<file path="config.mk">
export PLATFORM = sky130hd
export DESIGN_NAME = pwm_multich
export DESIGN_NICKNAME = d
export VERILOG_FILES = /design/src/rtl/pwm_multich.sv
export SDC_FILE = /design/constraint.sdc
export NUM_CORES = 1
export LEC_CHECK = 0
export ABC_AREA = 1
export CAP_MARGIN = 10
export CORE_MARGIN = 4
export CORE_UTILIZATION = 60
export DETAILED_ROUTE_END_ITERATION = 10
export PLACE_DENSITY = 0.83
export SYNTH_ARGS = -nofsm -noshare
export SYNTH_HDL_FRONTEND = slang
export SYNTH_SLANG_ARGS = --single-unit
</file>
<file path="constraint.sdc">
create_clock -name clk -period 11.02 [get_ports clk]
set_input_delay 2.204 -clock clk [delete_from_list [all_inputs] [get_ports clk]]
set_output_delay 2.204 -clock clk [all_outputs]
set_load 0.02 [all_outputs]
</file>
<file path="src/rtl/pwm_multich.sv">
// pwm_multich: CHANNELS PWM outputs on a shared prescaler and period counter.
// Period, duty and mode are double-buffered and reload at each period boundary.
module pwm_multich #(
  parameter int CHANNELS = 4,
  parameter int CW = 8,
  parameter int PSW = 4,
  parameter int DW = 16,
  parameter int AW = 4
) (
  input  logic                clk,
  input  logic                rst,
  input  logic                wr_en,
  input  logic [AW-1:0]       addr,
  input  logic [DW-1:0]       wr_data,
  output logic [DW-1:0]       rd_data,
  output logic [CHANNELS-1:0] pwm_out,
  output logic                period_irq
);

  logic           en;
  logic           mode;
  logic           mode_act;
  logic           dir;
  logic           tick;
  logic           bnd;
  logic           unused_wr;
  logic [PSW-1:0] ps;
  logic [PSW-1:0] pcnt;
  logic [CW-1:0]  period;
  logic [CW-1:0]  p_act;
  logic [CW-1:0]  cnt;
  logic [CW-1:0]  duty  [CHANNELS];
  logic [CW-1:0]  d_act [CHANNELS];

  assign unused_wr = ^wr_data;

  assign tick = en && (pcnt == ps);

  // Programmed (CPU-visible) registers
  always_ff @(posedge clk or posedge rst) begin
    if (rst) begin
      en     <= 1'b0;
      mode   <= 1'b0;
      ps     <= '0;
      period <= '0;
      for (int i = 0; i < CHANNELS; i++)
        duty[i] <= '0;
    end else if (wr_en) begin
      if (addr == AW'(0)) begin
        en   <= wr_data[0];
        mode <= wr_data[1];
        ps   <= wr_data[PSW+1:2];
      end
      if (addr == AW'(1))
        period <= wr_data[CW-1:0];
      for (int i = 0; i < CHANNELS; i++)
        if (addr == AW'(i + 2))
          duty[i] <= wr_data[CW-1:0];
    end
  end

  // Period boundary: last tick of the current period
  always_comb begin
    bnd = 1'b0;
    if (!mode_act)
      bnd = (cnt == p_act);
    else
      bnd = (p_act == '0) ||
            ((cnt == CW'(1)) && (dir || p_act == CW'(1)));
  end

  // Prescaler and up / up-down period counter
  always_ff @(posedge clk or posedge rst) begin
    if (rst) begin
      pcnt <= '0;
      cnt  <= '0;
      dir  <= 1'b0;
    end else if (!en) begin
      pcnt <= '0;
      cnt  <= '0;
      dir  <= 1'b0;
    end else begin
      pcnt <= (pcnt >= ps) ? '0 : pcnt + 1'b1;
      if (tick) begin
        if (bnd) begin
          cnt <= '0;
          dir <= 1'b0;
        end else if (!mode_act) begin
          cnt <= cnt + 1'b1;
        end else if (!dir && cnt == p_act) begin
          cnt <= cnt - 1'b1;
          dir <= 1'b1;
        end else if (!dir) begin
          cnt <= cnt + 1'b1;
        end else begin
          cnt <= cnt - 1'b1;
        end
      end
    end
  end

  // Active copies: follow programmed values while idle, reload at boundary
  always_ff @(posedge clk or posedge rst) begin
    if (rst) begin
      p_act    <= '0;
      mode_act <= 1'b0;
      for (int i = 0; i < CHANNELS; i++)
        d_act[i] <= '0;
    end else if (!en || (tick && bnd)) begin
      p_act    <= period;
      mode_act <= mode;
      for (int i = 0; i < CHANNELS; i++)
        d_act[i] <= duty[i];
    end
  end

  // Registered compare outputs and boundary pulse
  always_ff @(posedge clk or posedge rst) begin
    if (rst) begin
      pwm_out    <= '0;
      period_irq <= 1'b0;
    end else begin
      for (int i = 0; i < CHANNELS; i++)
        pwm_out[i] <= en & (cnt < d_act[i]);
      period_irq <= tick & bnd;
    end
  end

  // Register read mux
  always_comb begin
    rd_data = '0;
    if (addr == AW'(0))
      rd_data = DW'({ps, mode, en});
    if (addr == AW'(1))
      rd_data = DW'(period);
    for (int i = 0; i < CHANNELS; i++)
      if (addr == AW'(i + 2))
        rd_data = DW'(duty[i]);
    if (addr == AW'(CHANNELS + 2))
      rd_data = DW'({dir, cnt});
  end

endmodule

</file>
## After elaboration in Yosys (flattened, before gate mapping)

Index checks and enable logic that the tools add are counted.

- Bitwise gates (word level): 5
- Eq/ne operators: 13
- Multiplexer cells: 21
- Add/subtract/negate cells: 3
- Reductions and logical operators: 18
- Order comparisons: 5

Operator list:

| kind | count |
|---|---|
| 16-bit 2-to-1 mux | 6 |
| 8-bit 2-to-1 mux | 6 |
| 8-bit < comparator | 4 |
| 8-bit by 1-bit equality test with 1-bit output, second input constant | 2 |
| 4-bit by 3-bit equality test with 1-bit output, second input constant | 3 |
| 2-bit AND reduction | 6 |
| 8-bit by 1-bit adder with 8-bit output, second input constant | 1 |
| 4-bit by 2-bit equality test with 1-bit output, second input constant | 2 |
| 8-bit equality test | 1 |
| 8-bit logical NOT | 1 |
| 4-bit 2-to-1 mux | 2 |
| 8-bit by 1-bit subtractor with 8-bit output, second input constant | 1 |
| 1-bit 2-to-1 mux | 6 |
| 6-bit 2-to-1 mux | 1 |
| 3-bit by 1-bit != test with 1-bit output, second input constant | 2 |
| 1-bit AND | 5 |
| 4-bit by 1-bit adder with 4-bit output, second input constant | 1 |
| 4-bit by 1-bit equality test with 1-bit output, second input constant | 1 |
| 4-bit equality test | 1 |
| 4-bit >= comparator | 1 |
| 1-bit logical AND | 4 |
| 4-bit logical NOT | 1 |
| 1-bit logical OR | 3 |
| 3-bit AND reduction | 1 |
| 2 further kinds | 3 |

- Register bits: 105
- Logic and storage cells: 84

## Depth between registers and ports, before layout

Gate-level depths: netlist of the first run.

- Depth after elaboration: 8
- Mapped depth: 14
- Mapped depth without buffers: 12

## Worst setup path before layout of the first run

No wires, ideal clock.

- Path kind: input -> output
- From: input addr[3]
- To: output rd_data[3]
- Arrival: 3.145 ns
- Stages on the path: 6
- Setup slack: 5.671 ns
- Cell sequence: nor2_2 > clkbuf_1 > nand3_1 > o2111ai_1 > o21ai_0 > nand4_1

- Word-level cells in the longest chain between the ends: 8
- Elaborated cells on any way between the ends: 14

Ends and longest elaborated chain:

| what | RTL line | RTL |
|---|---|---|
| from (decl) | 13 | `input logic [AW-1:0] addr,` |
| 4-bit logical NOT | 132 | `if (addr == AW'(0))` |
| 6-bit 2-to-1 mux | 132 |  |
| 16-bit 2-to-1 mux | 134 | `if (addr == AW'(1))` |
| 16-bit 2-to-1 mux (4 in series) | 137 | `if (addr == AW'(i + 2))` |
| 16-bit 2-to-1 mux * | 139 | `if (addr == AW'(CHANNELS + 2))` |
| to (decl) | 15 | `output logic [DW-1:0] rd_data,` |

Mark *: on every way between the ends. The rest lies on a longest branch, timed or not.

## Worst setup path in the final report of the first run

- From: input addr[3]
- To: output rd_data[1]

The elaborated chain is that of the path after synthesis.

==> results.ini, run 1 <==
[outcome]
status = complete, no violations

[clocking]
cts_sinks = 105
numCtsBuffers = 9
post_cts_resized = 0
clock_path_buffers = 2
cts_hold_buf = 0
postCtsSetupBuffers = 0
h-tree-depth = 3
clkLatencyLatePin_ns = 0.38
clk_pin_slew_ns = 0.11
cts_tree = done
cts_root_buf = clkbuf_8

[route]
ant_nets = 0
drc_errors = 0
finalWirelength_um = 14400
post_drt_wl_per_cell_um = 16.6
drtIter0Drc = 358
avgViaCountPerCell = 5.71
vias = 4948
drtPass1Iterations = 5

[critical_path]
critPathRequiredTime_ns = 8.82
worstPathMaxFanout = 15
cp-end-kind = output pin
worstReg2RegStart = cnt[5]
cp_slowest_cell = clkdlybuf4s50_1
critPathMaxStageDelay_ns = 0.65
crit_type = in -> out
crit_chain = clkdlybuf4s50_1 > nor2_2 > nand3_2 > inv_2 > a21oi_1 > nand3_1 > o21ai_0 > o2111ai_1 > clkdlybuf4s50_1
rr_worst_depth = 11
r2r_end = p_act[1]
crit_start = addr[3]
start_kind = input port
crit_top_cell = clkdlybuf4s50_1
rrSetupSlack_ns = 8.32
cp_data_arrival_time_ns = 4.66
worstSetupEndpoint = rd_data[1]

[finish]
antenna_cells = 0
drive_above_1_share = 0.113
final_common_cell = nand2_1
finalInstanceArea_um2 = 6390
n_fill_cell = 810
final_cell_mix = nand2_1, dfrtp_1, inv_1, o21ai_0
fin_nets = 789
synthToLayoutAreaGrowth_pct = 7.81
final_util = 0.660

[synth]
synth_compound_area_frac = 0.152
synth_area_um2 = 5930
synthSimpleGateAreaFrac = 0.218
synthMuxAreaShare = 0
synth_fa_ha_area_frac = 0.0760
synthTopCellsByArea = dfrtp_1, nand2_1, ha_1
yosysWarnings = 0
yosysSeqAreaShare = 0.443
synth_xor_area_frac = 0.0207
syn_area_per_cell_um2 = 8.35
synth_top_area_share = 0.443
yosysTopAreaCell = dfrtp_1
synth-seq-cells = 105
synthDistinctLibCells = 36
netlist_instances = 710
synth_top_family_by_area = simple AND/OR/NAND/NOR gates

[timing]
post-route-min-period_ns = 6.86
relSlewSlack = 0.269
maxSlewViolCount = 0
fmax_mhz = 146
tns_ns = 0
worstMarginPinSlew_ns = 1.10
timing.final.crit_share = 0.622
rsz0062_at_grt = no
finalSetupViolations = 0
fin_skew_ns = 0.0183
finalHoldViolations = 0

[pwr]
powerDensity_nw_per_um2 = 192
leakagePower_nw = 3.21
peakVddDrop_uv = 121

[global_route]
grt_pass1_wl_um = 24100
grt.overflow.total = 0
antenna_found_initial = 0
grt_pass1_vias = 4906
grt_max_degree = 88
grtUsageTotal = 0.267

[place]
placed_cell_area_um2 = 6210
globalplace.congestion = 0.935
post-dp-hpwl_um = 10400
io_buffers = 28

[floorplanning]
dieArea_um2 = 11500
start_util = 0.612
core-area_um2 = 9680
fp.dieW_um = 107
die_h_um = 107
rows = 36
pin_count = 44

[run]
cap_violations = 0

[hold_path]
hp-class = reg -> reg
min_from = pcnt[0]

critical path, delay by kind of cell:
family,cells,cell delay [ns]
buffers and inverters,3,1.29
AND/OR/NAND/NOR,3,0.91
AO/OA/AOI/OAI,3,0.26
per-layer routing:
layer  vias to the layer above  global-route usage  part of all wire  wire (um)
li1                       2331                   -                 -          -
met1                      2345               0.371              0.41       5920
met2                       238               0.435              0.48       6890
met3                        34              0.0462             0.089       1290
met4                         0              0.0730             0.022        316
met5                         -                   0                 0          0
state kept, by name, summed over array words and instances, names as in the netlist, 4 cells and up:
signal   flops
d_act       32
duty        32
cnt          8
p_act        8
period       8
pcnt         4
ps           4
pwm_out      4
synth_stat cells, drive strengths merged:
master and n:
or2 1, o211ai 1, nand4 10, nand2 224, clkbuf 7, o21a 4
conb 1, xnor2 6, a211oi 4, nor2b 1, clkinv 3, a21o 4
dfrtp 105, nor3 1, o2111ai 5, a221oi 2, inv 81, buf 20
ha 36, a31oi 4, nor2 26, o21ai 102, nand3 43, xor2 8
a21oi 11
stage by stage:
step | total power [mW] | setup WS [ns] | instances | hold WS [ns]
3_3_place_gp | 0.963 | 4.29 | 852 | 0.467
4_1_cts | 1.22 | 4.23 | 867 | 0.493
3_5_place_dp | 0.992 | 4.24 | 852 | 0.476
2_1_floorplan | 0.883 | 5.67 | 716 | 0.453
6_report | 1.22 | 4.16 | 867 | 0.490
5_1_grt | 1.31 | 4.05 | 867 | 0.508
power breakdown:
group	leakage, nW	internal (mW)	switching (mW)
registers	1.36	0.477	0.0790
clock network	0.0910	0.0866	0.146
logic	1.77	0.158	0.277
total	3.21	0.722	0.502
worst min path at each step:
stage,depth (start not counted),end
floorplan,2,ps[1]
global placement,2,ps[2]
detailed placement,2,ps[1]
CTS,1,pcnt[0]
global route,1,pcnt[0]
finish,1,pcnt[0]
cells by family (layout without fill, tap and decap cells):
family,after synthesis,count (layout)
AO/OA/AOI/OAI,137,137
XOR/XNOR,14,14
adder cells (fa/ha/maj),36,36
buffers and inverters,111,129
flip-flops,105,105
other,1,7
AND/OR/NAND/NOR,306,306
cell type report:
type	instances	area, um2	share of cell area
clock inverter	6	61.3	0.00959
clock buffer	9	124	0.0194
multi-input combinational	500	2800	0.438
inverter	84	318	0.0497
timing repair buffer	30	295	0.0462
tap	133	166	0.0260
sequential	105	2630	0.411
Power figures use the tool's default switching activity.
==> inputs of run 2 (changes only) <==
CORE_UTILIZATION = 59   (was 60)
PLACE_DENSITY = 0.82   (was 0.83)
clock period = 6.8 ns   (was 11.02 ns; I/O delays follow)
==> run 2 against run 1 <==
Effect of this change:
- design area about the same
- power up 62%
- via count down 1.2%
- flip-flop and latch count unchanged
- worst setup slack worse by 2.5 ns
- critical endpoint is now rd_data[4]
- global-route usage down 0.90 points
- non-clock buffer count unchanged
- wire length down 1.3%
- die area up 1.6%
- final cell count up 0.12%
- critical path type unchanged
- register-to-register slack worse by 4.2 ns
==> results.ini, run 2 (synthesized netlist as in run 1, its figures left out) <==
[finish]
drive_above_1_share = 0.114
largest_registers = d_act x32, duty x32
fin_nets = 789
final_common_cell = nand2_1
n_fill_cell = 844
final_util = 0.655
antenna_cells = 0
finalNonFillerCells = 868
synthToLayoutAreaGrowth_pct = 7.91
final_cell_mix = nand2_1, dfrtp_1, inv_1, o21ai_0

[critical_path]
crit_top_cell = clkdlybuf4s50_1
cp-end-kind = output pin
critPathMaxStageDelay_ns = 0.63
crit_type = in -> out
critPathRequiredTime_ns = 5.44
worstPathMaxFanout = 15
cp_data_arrival_time_ns = 3.78
cp_slowest_cell = clkdlybuf4s50_1
crit_chain = clkdlybuf4s50_1 > nor2_2 > nand3_2 > o2111ai_1 > o21ai_0 > nand4_1 > clkdlybuf4s50_1
start_kind = input port

[outcome]
status = complete, no violations

[timing]
rsz0062_at_grt = no
finalHoldViolations = 0
fmax_mhz = 194
maxSlewViolCount = 0
timing.final.crit_share = 0.756
relSlewSlack = 0.266
post-route-min-period_ns = 5.14
tns_ns = 0
finalSetupViolations = 0
worstMarginPinSlew_ns = 1.10
setup_slack_ns = 1.66
fin_skew_ns = 0.0206

[global_route]
antenna_found_initial = 0
grtUsageTotal = 0.258
grt.overflow.total = 0
grt_max_degree = 84
grt_pass1_wl_um = 23500
grt_pass1_vias = 4704

[place]
io_buffers = 28
globalplace.congestion = 0.956
post-dp-hpwl_um = 10300
post-place-ws_ns = 1.70
placed_cells = 852

[clocking]
clock_path_buffers = 2
post_cts_resized = 0
cts_tree = done
numCtsBuffers = 9
h-tree-depth = 3
cts_hold_buf = 0
cts_root_buf = clkbuf_8
clkLatencyLatePin_ns = 0.38
clk_pin_slew_ns = 0.11
postCtsSetupBuffers = 0
cts_sinks = 105

[route]
avgViaCountPerCell = 5.63
vias = 4889
drtPass1Iterations = 6
post_drt_wl_per_cell_um = 16.4
finalWirelength_um = 14200
drtIter0Drc = 360
ant_nets = 0
drc_errors = 0

[floorplanning]
die_h_um = 108
dieArea_um2 = 11700
core-area_um2 = 9770
rows = 36
pin_count = 44
start_util = 0.607
fp.dieW_um = 108

[hold_path]
hp-class = reg -> reg

[pwr]
peakVddDrop_uv = 159
leakagePower_nw = 3.22
powerDensity_nw_per_um2 = 310

[run]
cap_violations = 0

run 2: cell count changes in the layout (fill, tap and decap cells not counted), sizes merged:
| cell | delta |
|---|---|
| inv | +1 |
run 2: where the power goes:
| part | internal, mW | total [mW] | switching [mW] |
|---|---|---|---|
| clock | 0.142 | 0.379 | 0.237 |
| combinational | 0.256 | 0.702 | 0.445 |
| sequential | 0.773 | 0.902 | 0.128 |
run 2: layout make-up:
cell class / count / area (um2) / share of cell area
clock buffers: 9 / 124 / 0.0194
clock inverters: 7 / 67.6 / 0.0106
inverters: 84 / 318 / 0.0497
multi-input cells: 500 / 2800 / 0.438
flip-flops and latches: 105 / 2630 / 0.411
well taps: 133 / 166 / 0.0260
repair buffers: 30 / 295 / 0.0462
run 2: worst paths after layout:
path / startpoint / to / slack, ns / cells after the start
min in group asynchronous: rst / pcnt[3] / 1.38 / 2
worst max-delay path: addr[3] / rd_data[4] / 1.66 / 7
worst max register to register: cnt[1] / d_act[10] / 4.11 / 10
worst min-delay path: pcnt[0] / pcnt[0] / 0.50 / 1
max in group asynchronous: rst / duty[29] / 4.26 / 3
worst min register to register: pcnt[0] / pcnt[0] / 0.50 / 1
run 2: stage by stage:
| step | hold slack, ns | cell area [um2] | total power, mW |
|---|---|---|---|
| 2_1_floorplan | 0.453 | 5950 | 1.43 |
| 3_3_place_gp | 0.468 | 6210 | 1.56 |
| 3_5_place_dp | 0.486 | 6210 | 1.60 |
| 4_1_cts | 0.503 | 6400 | 1.98 |
| 5_1_grt | 0.534 | 6400 | 2.13 |
| 6_report | 0.501 | 6400 | 1.98 |
run 2: per-layer routing:
layer	wire length, um	up-vias	GRT usage
met4	450	0	0.103
met3	1040	33	0.0394
met5	0	-	0
li1	-	2334	-
met2	6490	199	0.391
met1	6240	2323	0.375
run 2: critical path: cells and delay by family:
kind / cells / cell delay (ns)
AO/OA/AOI/OAI: 2 / 0.43
buffers and inverters: 2 / 1.06
AND/OR/NAND/NOR: 3 / 0.93
==> inputs of run 3 (changes only) <==
clock period = 5 ns   (was 6.8 ns; I/O delays follow)
==> run 3 against run 2 <==
Effect of this change:
- non-clock buffer count rose by 1
- highest routed layer unchanged
- wire length fell by 0.21%
- global-route usage fell by 0.21 points
- first-iteration DRC count fell by 3.1%
- register-to-register slack got worse by 1.8 ns
==> results.ini, run 3 (synthesized netlist as in run 1, its figures left out) <==
[floorplanning]
pin_count = 44
core-area_um2 = 9770
start_util = 0.607
die_h_um = 108
dieArea_um2 = 11700
rows = 36
fp.dieW_um = 108

[route]
post_drt_wl_per_cell_um = 16.4
ant_nets = 0
drtPass1Iterations = 5
drtIter0Drc = 349
drc_errors = 0
finalWirelength_um = 14200
avgViaCountPerCell = 5.63
vias = 4889

[finish]
fin_nets = 790
antenna_cells = 0
seq_area_um2 = 2630
multiInputGateArea_um2 = 2800
final_common_cell = nand2_1
n_fill_cell = 829
synthToLayoutAreaGrowth_pct = 8.19
largest_registers = d_act x32, duty x32
drive_above_1_share = 0.114
final_cell_mix = nand2_1, dfrtp_1, inv_1, o21ai_0

[timing]
fmax_mhz = 239
relSlewSlack = 0.237
maxSlewViolCount = 0
worstMarginPinSlew_ns = 1.14
post-route-min-period_ns = 4.18
fin_skew_ns = 0.0109
finalHoldViolations = 0
finalSetupViolations = 0
tns_ns = 0
rsz0062_at_grt = no
timing.final.crit_share = 0.837

[hold_path]
min_to = pcnt[0]
min_from = pcnt[0]
hp-class = reg -> reg
hold_path_depth = 1

[clocking]
h-tree-depth = 3
clock_path_buffers = 2
cts_root_buf = clkbuf_8
cts_sinks = 105
clkLatencyLatePin_ns = 0.38
post_cts_resized = 0
cts_tree = done
clk_pin_slew_ns = 0.09
cts_hold_buf = 0
postCtsSetupBuffers = 0
numCtsBuffers = 9

[critical_path]
cp_slowest_cell = clkdlybuf4s50_1
worstReg2RegStart = cnt[1]
crit_top_cell = clkdlybuf4s50_1
rrSetupSlack_ns = 2.27
r2r_end = d_act[20]
critPathMaxStageDelay_ns = 0.59
critPathRequiredTime_ns = 4.00
worstPathMaxFanout = 9
cp-end-kind = output pin
crit_chain = clkdlybuf4s50_1 > nor2_1 > nand2_1 > clkinv_1 > a221oi_1 > nand3_1 > clkdlybuf4s50_1
rr_worst_depth = 10
start_kind = input port
cp_data_arrival_time_ns = 3.18
crit_type = in -> out

[global_route]
grt_max_degree = 84
grtUsageTotal = 0.256
antenna_found_initial = 0
grt_pass1_wl_um = 22900
grt.overflow.total = 0
grt_pass1_vias = 4589

[pwr]
leakagePower_nw = 3.22
p_total_mw = 2.72
peakVddDrop_uv = 205
powerDensity_nw_per_um2 = 424

[outcome]
status = complete, no violations

[place]
post-dp-hpwl_um = 10300
globalplace.congestion = 0.923
io_buffers = 28

[run]
cap_violations = 0

-- run 3: cell type report --
class,count,area share
clock buffers,10,0.0215
multi-input cells,500,0.436
clock inverters,5,0.00975
well taps,133,0.0259
inverters,84,0.0496
flip-flops and latches,105,0.410
repair buffers,31,0.0472
-- run 3: worst max-delay path: cells and delay by family --
family / cells / cell delay [ns]
AND/OR/NAND/NOR: 3 / 0.40
AO/OA/AOI/OAI: 1 / 0.39
buffers and inverters: 3 / 1.40
-- run 3: per-stage QoR --
stage,hold slack [ns],util,cells,setup WS [ns],instance area [um2]
after floorplan,0.453,-,716,1.24,5950
after global placement,0.467,0.636,853,0.895,6210
after detailed placement,0.475,0.636,853,0.885,6210
after CTS,0.499,0.656,868,0.884,6410
after global routing,0.521,0.656,868,0.649,6410
final,0.491,0.656,868,0.816,6410
-- run 3: worst max-delay path by stage --
stage | start | endpoint | slack [ns]
6_report | addr[1] | rd_data[6] | 0.82
5_1_grt | addr[2] | rd_data[6] | 0.65
4_1_cts | addr[2] | rd_data[0] | 0.88
3_5_place_dp | addr[2] | rd_data[0] | 0.89
3_3_place_gp | addr[3] | rd_data[6] | 0.89
2_1_floorplan | rst | cnt[0] | 1.24
-- run 3: report_power, final --
| group | internal, mW | leakage [nW] | switching (mW) |
|---|---|---|---|
| Combinational | 0.349 | 1.77 | 0.610 |
| Clock | 0.246 | 0.0954 | 0.296 |
| Sequential | 1.05 | 1.36 | 0.169 |
-- run 3: layer usage --
| layer | vias up | wire [um] | GRT usage | share of wire |
|---|---|---|---|---|
| met5 | - | 0 | 0 | 0 |
| met4 | 0 | 512 | 0.132 | 0.036 |
| met3 | 35 | 999 | 0.0460 | 0.070 |
| met2 | 188 | 6520 | 0.384 | 0.46 |
| met1 | 2332 | 6160 | 0.358 | 0.43 |
| li1 | 2334 | - | - | - |
